File: config.mk
export PLATFORM = sky130hd
export DESIGN_NAME = vector_convergence_flagger
export DESIGN_NICKNAME = d
export VERILOG_FILES = /design/src/rtl/vector_convergence_flagger_pkg.sv /design/src/rtl/vector_convergence_flagger_abs_diff_compare.sv /design/src/rtl/vector_convergence_flagger.sv
export SDC_FILE = /design/constraint.sdc
export NUM_CORES = 1
export LEC_CHECK = 0
export CORE_ASPECT_RATIO = 0.7
export CORE_MARGIN = 4
export CORE_UTILIZATION = 55
export DETAILED_ROUTE_END_ITERATION = 8
export DONT_BUFFER_PORTS = 1
export GPL_TIMING_DRIVEN = 1
export PLACE_DENSITY = 0.81
export SYNTH_ARGS = -nofsm -noshare
export SYNTH_HDL_FRONTEND = slang
export SYNTH_SLANG_ARGS = --single-unit
File: constraint.sdc
create_clock -name clk -period 7.8 [get_ports clk]
set_clock_uncertainty 0.05 [all_clocks]
set_input_delay 1.17 -clock clk [delete_from_list [all_inputs] [get_ports clk]]
set_output_delay 1.17 -clock clk [all_outputs]
set_load 0.005 [all_outputs]
File: src/rtl/vector_convergence_flagger_pkg.sv
// Shared definitions for the convergence flagger and the training-control FSM.
// The flag vector is one bit per element, bit i belonging to element i.
package vector_convergence_flagger_pkg;

  localparam int unsigned VCF_FLAG_W = 6;
  localparam int unsigned VCF_DATA_W = 16;

  typedef enum logic [1:0] {
    RESET_IDLE = 2'd0,
    COLLECT    = 2'd1,
    PUBLISH    = 2'd2
  } vcf_state_e;

  // Element index width; never below one bit so a single-element vector still has a counter.
  function automatic int unsigned vcf_idx_w(input int unsigned n);
    return (n > 1) ? $clog2(n) : 1;
  endfunction

endpackage

File: src/rtl/vector_convergence_flagger_abs_diff_compare.sv
// Combinational |cur - prev| < tolerance on signed elements.
// The difference is one bit wider than the data, so it cannot overflow.
module abs_diff_compare
  import vector_convergence_flagger_pkg::*;
#(
  parameter int unsigned data_width = VCF_DATA_W
) (
  input  logic [data_width-1:0] cur_data,
  input  logic [data_width-1:0] prev_data,
  input  logic [data_width-1:0] tolerance,
  output logic                  below_tol_c
);

  localparam int unsigned DIFF_W = data_width + 1;

  logic [DIFF_W-1:0] diff;
  logic [DIFF_W-1:0] mag;

  always_comb begin
    diff        = {cur_data[data_width-1], cur_data} - {prev_data[data_width-1], prev_data};
    mag         = diff[DIFF_W-1] ? (~diff + DIFF_W'(1)) : diff;
    below_tol_c = (mag < {1'b0, tolerance});
  end

endmodule

File: src/rtl/vector_convergence_flagger.sv
// Compares each incoming iterate element with the previous iterate and publishes
// a per-element convergence flag vector with a one-cycle valid strobe.
module vector_convergence_flagger
  import vector_convergence_flagger_pkg::*;
#(
  parameter int unsigned size_of_data = VCF_FLAG_W,
  parameter int unsigned data_width   = VCF_DATA_W
) (
  input  logic                    clk,
  input  logic                    rst,
  input  logic                    training_mode,
  input  logic                    training_done,
  input  logic [data_width-1:0]   tolerance,
  input  logic                    elem_valid,
  input  logic [data_width-1:0]   elem_data,
  output logic                    elem_ready,
  output logic [size_of_data-1:0] flag_vectors_comparator,
  output logic                    flags_valid
);

  localparam int unsigned IDX_W = vcf_idx_w(size_of_data);
  localparam logic [IDX_W-1:0] IDX_LAST = IDX_W'(size_of_data - 1);

  vcf_state_e              state_q, state_d;
  logic [IDX_W-1:0]        idx_q, idx_d;
  logic                    hist_q, hist_d;
  logic [size_of_data-1:0] shadow_q, shadow_d;
  logic [size_of_data-1:0] flags_q, flags_d;
  logic                    flags_valid_q, flags_valid_d;
  logic                    elem_ready_q, elem_ready_d;
  logic [data_width-1:0]   prev_q [size_of_data];
  logic [data_width-1:0]   prev_d [size_of_data];
  logic [data_width-1:0]   prev_cur;
  logic                    below_tol_c;
  logic                    transfer;

  assign prev_cur = prev_q[idx_q];

  abs_diff_compare #(.data_width(data_width)) u_cmp (
    .cur_data    (elem_data),
    .prev_data   (prev_cur),
    .tolerance   (tolerance),
    .below_tol_c (below_tol_c)
  );

  // Next-state and datapath; clears override the normal flow.
  always_comb begin
    state_d  = state_q;
    idx_d    = idx_q;
    hist_d   = hist_q;
    shadow_d = shadow_q;
    flags_d  = flags_q;
    prev_d   = prev_q;
    transfer = elem_valid && elem_ready_q;

    if (training_done || !training_mode) begin
      state_d  = RESET_IDLE;
      idx_d    = '0;
      hist_d   = 1'b0;
      shadow_d = '0;
      flags_d  = '0;
    end else begin
      case (state_q)
        RESET_IDLE: begin
          state_d = COLLECT;
          idx_d   = '0;
          hist_d  = 1'b0;
        end
        COLLECT: begin
          if (transfer) begin
            prev_d[idx_q]   = elem_data;
            shadow_d[idx_q] = hist_q && below_tol_c;
            if (idx_q == IDX_LAST) begin
              idx_d   = '0;
              flags_d = shadow_d;
              state_d = PUBLISH;
            end else begin
              idx_d = idx_q + IDX_W'(1);
            end
          end
        end
        PUBLISH: begin
          hist_d   = 1'b1;
          shadow_d = '0;
          state_d  = COLLECT;
        end
        default: state_d = RESET_IDLE;
      endcase
    end

    elem_ready_d  = (state_d == COLLECT);
    flags_valid_d = (state_d == PUBLISH);
  end

  always_ff @(posedge clk) begin
    if (!rst) begin
      state_q       <= RESET_IDLE;
      idx_q         <= '0;
      hist_q        <= 1'b0;
      shadow_q      <= '0;
      flags_q       <= '0;
      flags_valid_q <= 1'b0;
      elem_ready_q  <= 1'b0;
    end else begin
      state_q       <= state_d;
      idx_q         <= idx_d;
      hist_q        <= hist_d;
      shadow_q      <= shadow_d;
      flags_q       <= flags_d;
      flags_valid_q <= flags_valid_d;
      elem_ready_q  <= elem_ready_d;
    end
  end

  // History storage carries no reset; hist_q qualifies its use.
  always_ff @(posedge clk) begin
    prev_q <= prev_d;
  end

  assign elem_ready              = elem_ready_q;
  assign flag_vectors_comparator = flags_q;
  assign flags_valid             = flags_valid_q;

endmodule

==> reports/metrics.cfg <==
[synthesis]
synthFlopType = edfxtp_1
async_flop_share = 0
synth-seq-cells = 115
yosys_warnings = 0
synth_top_area_frac = 0.490
synthDistinctLibCells = 73
synth_compound_area_frac = 0.188
syn_area_sq_um = 5880
synth_area_leaders = edfxtp_1 (49%), ha_1 (6.8%), dfxtp_1 (6.5%)
synth.avg_cell_area_sq_um = 12.2
synth_area_leader_cell = edfxtp_1
synth_simple_gate_area_share = 0.117
synth_seq_area_share = 0.555
synth-edff-count = 96
synth_top_family_by_area = compound AO/OA/AOI/OAI gates
synthCells = 483
synth_xor_area_frac = 0.0298
syn_nets = 553
synth_fa_ha_area_frac = 0.0714
synthMuxAreaShare = 0.00851

[status]
status = finished clean

[global_routing]
grt_util_met3 = 0.0655
groute.usage.overall = 0.218
grt_pass1_vias = 3875
grt_pass1_wl_mm = 20.8
globalRoute.totalOverflow = 0
antenna_found_initial = 0
grt_max_degree = 20
met1_usage = 0.295
grt_most_used_layer = met2
met2_usage = 0.341

[clock_tree]
tritoncts = yes
cts.hold.buffers_added = 0
clock_latency_ns = 0.42
cts_setup_buffers = 0
cts_max_level = 4
cts.sinks = 115
cts_buffer_depth = 2
numCtsBuffers = 17
cts_resized = 0
path_clk_slew_ns = 0.05
cts_root_buf = clkbuf_16

[routing]
dr.pass1.iters = 4
wl_mm = 13.1
drt_iter0_drc = 354
dr_total_vias = 4062
viasPerCell = 6.37
drtAntennaViolNets = 0
drc = 0
wire_per_inst_microns = 20.6

[setup_path]
rr_worst_depth = 21
startpoint_type = flop
worstPathMaxFanout = 16
cp.arrival_ns = 6.55
cp.required_ns = 8.08
rr_endpoint = shadow_q[0]
cp-end-kind = flop
worstReg2RegStart = idx_q[1]
path_class = flop to flop
ff2ff_setup_slack_ns = 1.53

[floorplan]
dieArea_sq_um = 12400
dieHeight_microns = 94.5
core_sq_um = 10400
io_pins = 45
fp.dieW_microns = 132
num_rows = 31
initial_core_util = 0.566

[worst_hold_path]
holdPathStages = 2
min_path_type = flop to flop
worst_hold_path.endpoint = shadow_q[3]
hp-start = shadow_q[3]

[run]
maxCapViolations = 0

[power_and_ir_drop]
power_density_nw_per_um2 = 229
vdd_drop_max_mv = 0.168
p_leak_nw = 2.39

[layout]
layout-drive-gt1-share = 0.130
nets = 563
fin_area_sq_um = 6570
antenna-diode-count = 0
area_growth_pct = 11.6

[timing]
post-route-period-util = 0.804
finalHoldViolations = 0
worstMarginPinSlew_ns = 1.24
period_needed_ns = 6.27
slew_viol_final = 0
fmax_mhz = 159
setup_viol = 0
rsz0062_at_grt = no
slew_headroom = 0.160
tns_ns = 0

[placement]
place_area_sq_um = 6020
dp_hpwl_mm = 8.92
portBuffers = 0
gp_congestion = 0.866

-- critical path: stages (launching register included) --
cell and delay [ns]:
dfxtp_1 0.46, nor3b_2 1.01, a22oi_1 0.20, nand2_1 0.13, a221oi_1 0.07, ha_1 0.49, nand2_1 0.07, o21ai_0 0.30
nor2_1 0.16, o311ai_0 1.07, a2111oi_4 0.08, and3_1 0.27, or2_2 0.28, xor2_1 0.15, ha_1 0.30, and4_1 0.22
o211ai_1 0.10, a21oi_1 0.08, o21a_1 0.23, nor3_1 0.20, o41ai_2 0.14, o21ai_0 0.15
-- cell families (layout without fill, tap and decap cells) --
kind of cell / after synthesis / count (layout)
fa+ha+maj: 33 / 33
mux: 5 / 5
flops: 115 / 115
compound gates: 143 / 143
simple gates: 128 / 128
buf+inv: 39 / 62
xor+xnor: 20 / 20
-- through the flow --
stage | std cells | hold WS [ns] | utilization | setup WS [ns] | total power, mW
6_report | 638 | 0.424 | 0.632 | 1.53 | 1.50
5_1_grt | 638 | 0.447 | 0.632 | 0.947 | 1.55
4_1_cts | 638 | 0.430 | 0.632 | 1.57 | 1.51
3_5_place_dp | 606 | 0.422 | 0.579 | 1.58 | 0.784
3_3_place_gp | 606 | 0.410 | 0.579 | 1.80 | 0.780
2_1_floorplan | 483 | 0.394 | - | 2.23 | 0.765
-- Yosys cell counts (5+ instances only) --
| cell | number |
|---|---|
| edfxtp_1 | 96 |
| ha_1 | 32 |
| dfxtp_1 | 19 |
| xor2_1 | 6 |
| inv_1 | 24 |
| a221oi_1 | 15 |
| xnor2_1 | 14 |
| mux2i_1 | 5 |
| o211ai_1 | 5 |
| a22oi_1 | 33 |
| nor2_1 | 24 |
| and3_1 | 9 |
| nor3b_1 | 6 |
| a21oi_1 | 26 |
| clkbuf_1 | 10 |
| a21o_1 | 5 |
| nand3_1 | 12 |
| nand2_1 | 38 |
| o21ai_0 | 16 |
-- registers in the layout, indices dropped and copies added, names as in the netlist --
register	cells
state_q	2
flag_vectors_comparator	6
hist_q	1
flags_valid	1
idx_q	3
elem_ready	1
shadow_q	5
prev_q	96
-- how the worst max path moves through the flow --
stage          slack, ns      from                          to
2_1_floorplan       2.23  idx_q[0]                 shadow_q[0]
3_3_place_gp        1.80  idx_q[1]  flag_vectors_comparator[5]
3_5_place_dp        1.58  idx_q[1]  flag_vectors_comparator[5]
4_1_cts             1.57  idx_q[1]                 shadow_q[0]
5_1_grt             0.95  idx_q[1]                 shadow_q[4]
6_report            1.53  idx_q[1]                 shadow_q[0]
-- layer usage --
metal / share of wire / wire length (microns) / vias to the layer above
met5: 0 / 0 / -
met4: 0.014 / 189 / 0
met3: 0.077 / 1010 / 18
met2: 0.45 / 5940 / 165
met1: 0.46 / 6000 / 1972
li1: - / - / 1907
-- cell type report --
| type | count | area, sq um |
|---|---|---|
| clock buffer | 20 | 437 |
| clock inverter | 12 | 115 |
| fill | 762 | 3830 |
| inverter | 24 | 90.1 |
| multi-input combinational | 329 | 2450 |
| sequential | 115 | 3260 |
| tap | 132 | 165 |
| timing repair buffer | 6 | 45.0 |
-- report_power, final --
group | switching, mW | internal, mW
Combinational | 0.0624 | 0.0442
Clock | 0.268 | 0.463
Sequential | 0.000771 | 0.666
-- placed cells by master, fill, tap and decap left out, types with 4 or more instances in the layout --
master / instances
nor2_1: 24
inv_1: 24
dfxtp_1: 19
clkinv_2: 4
buf_4: 6
edfxtp_1: 96
o211ai_1: 5
xnor2_1: 14
o31ai_1: 4
nand3_1: 12
a22oi_1: 33
a21o_1: 5
nor3b_1: 4
a221oi_1: 15
nor3_1: 4
xor2_1: 6
ha_1: 32
clkbuf_16: 17
mux2i_1: 5
a211oi_1: 4
a21oi_1: 26
nand2_1: 38
o21ai_0: 16
and3_1: 9
No activity file was read; power rests on OpenSTA's default activity.
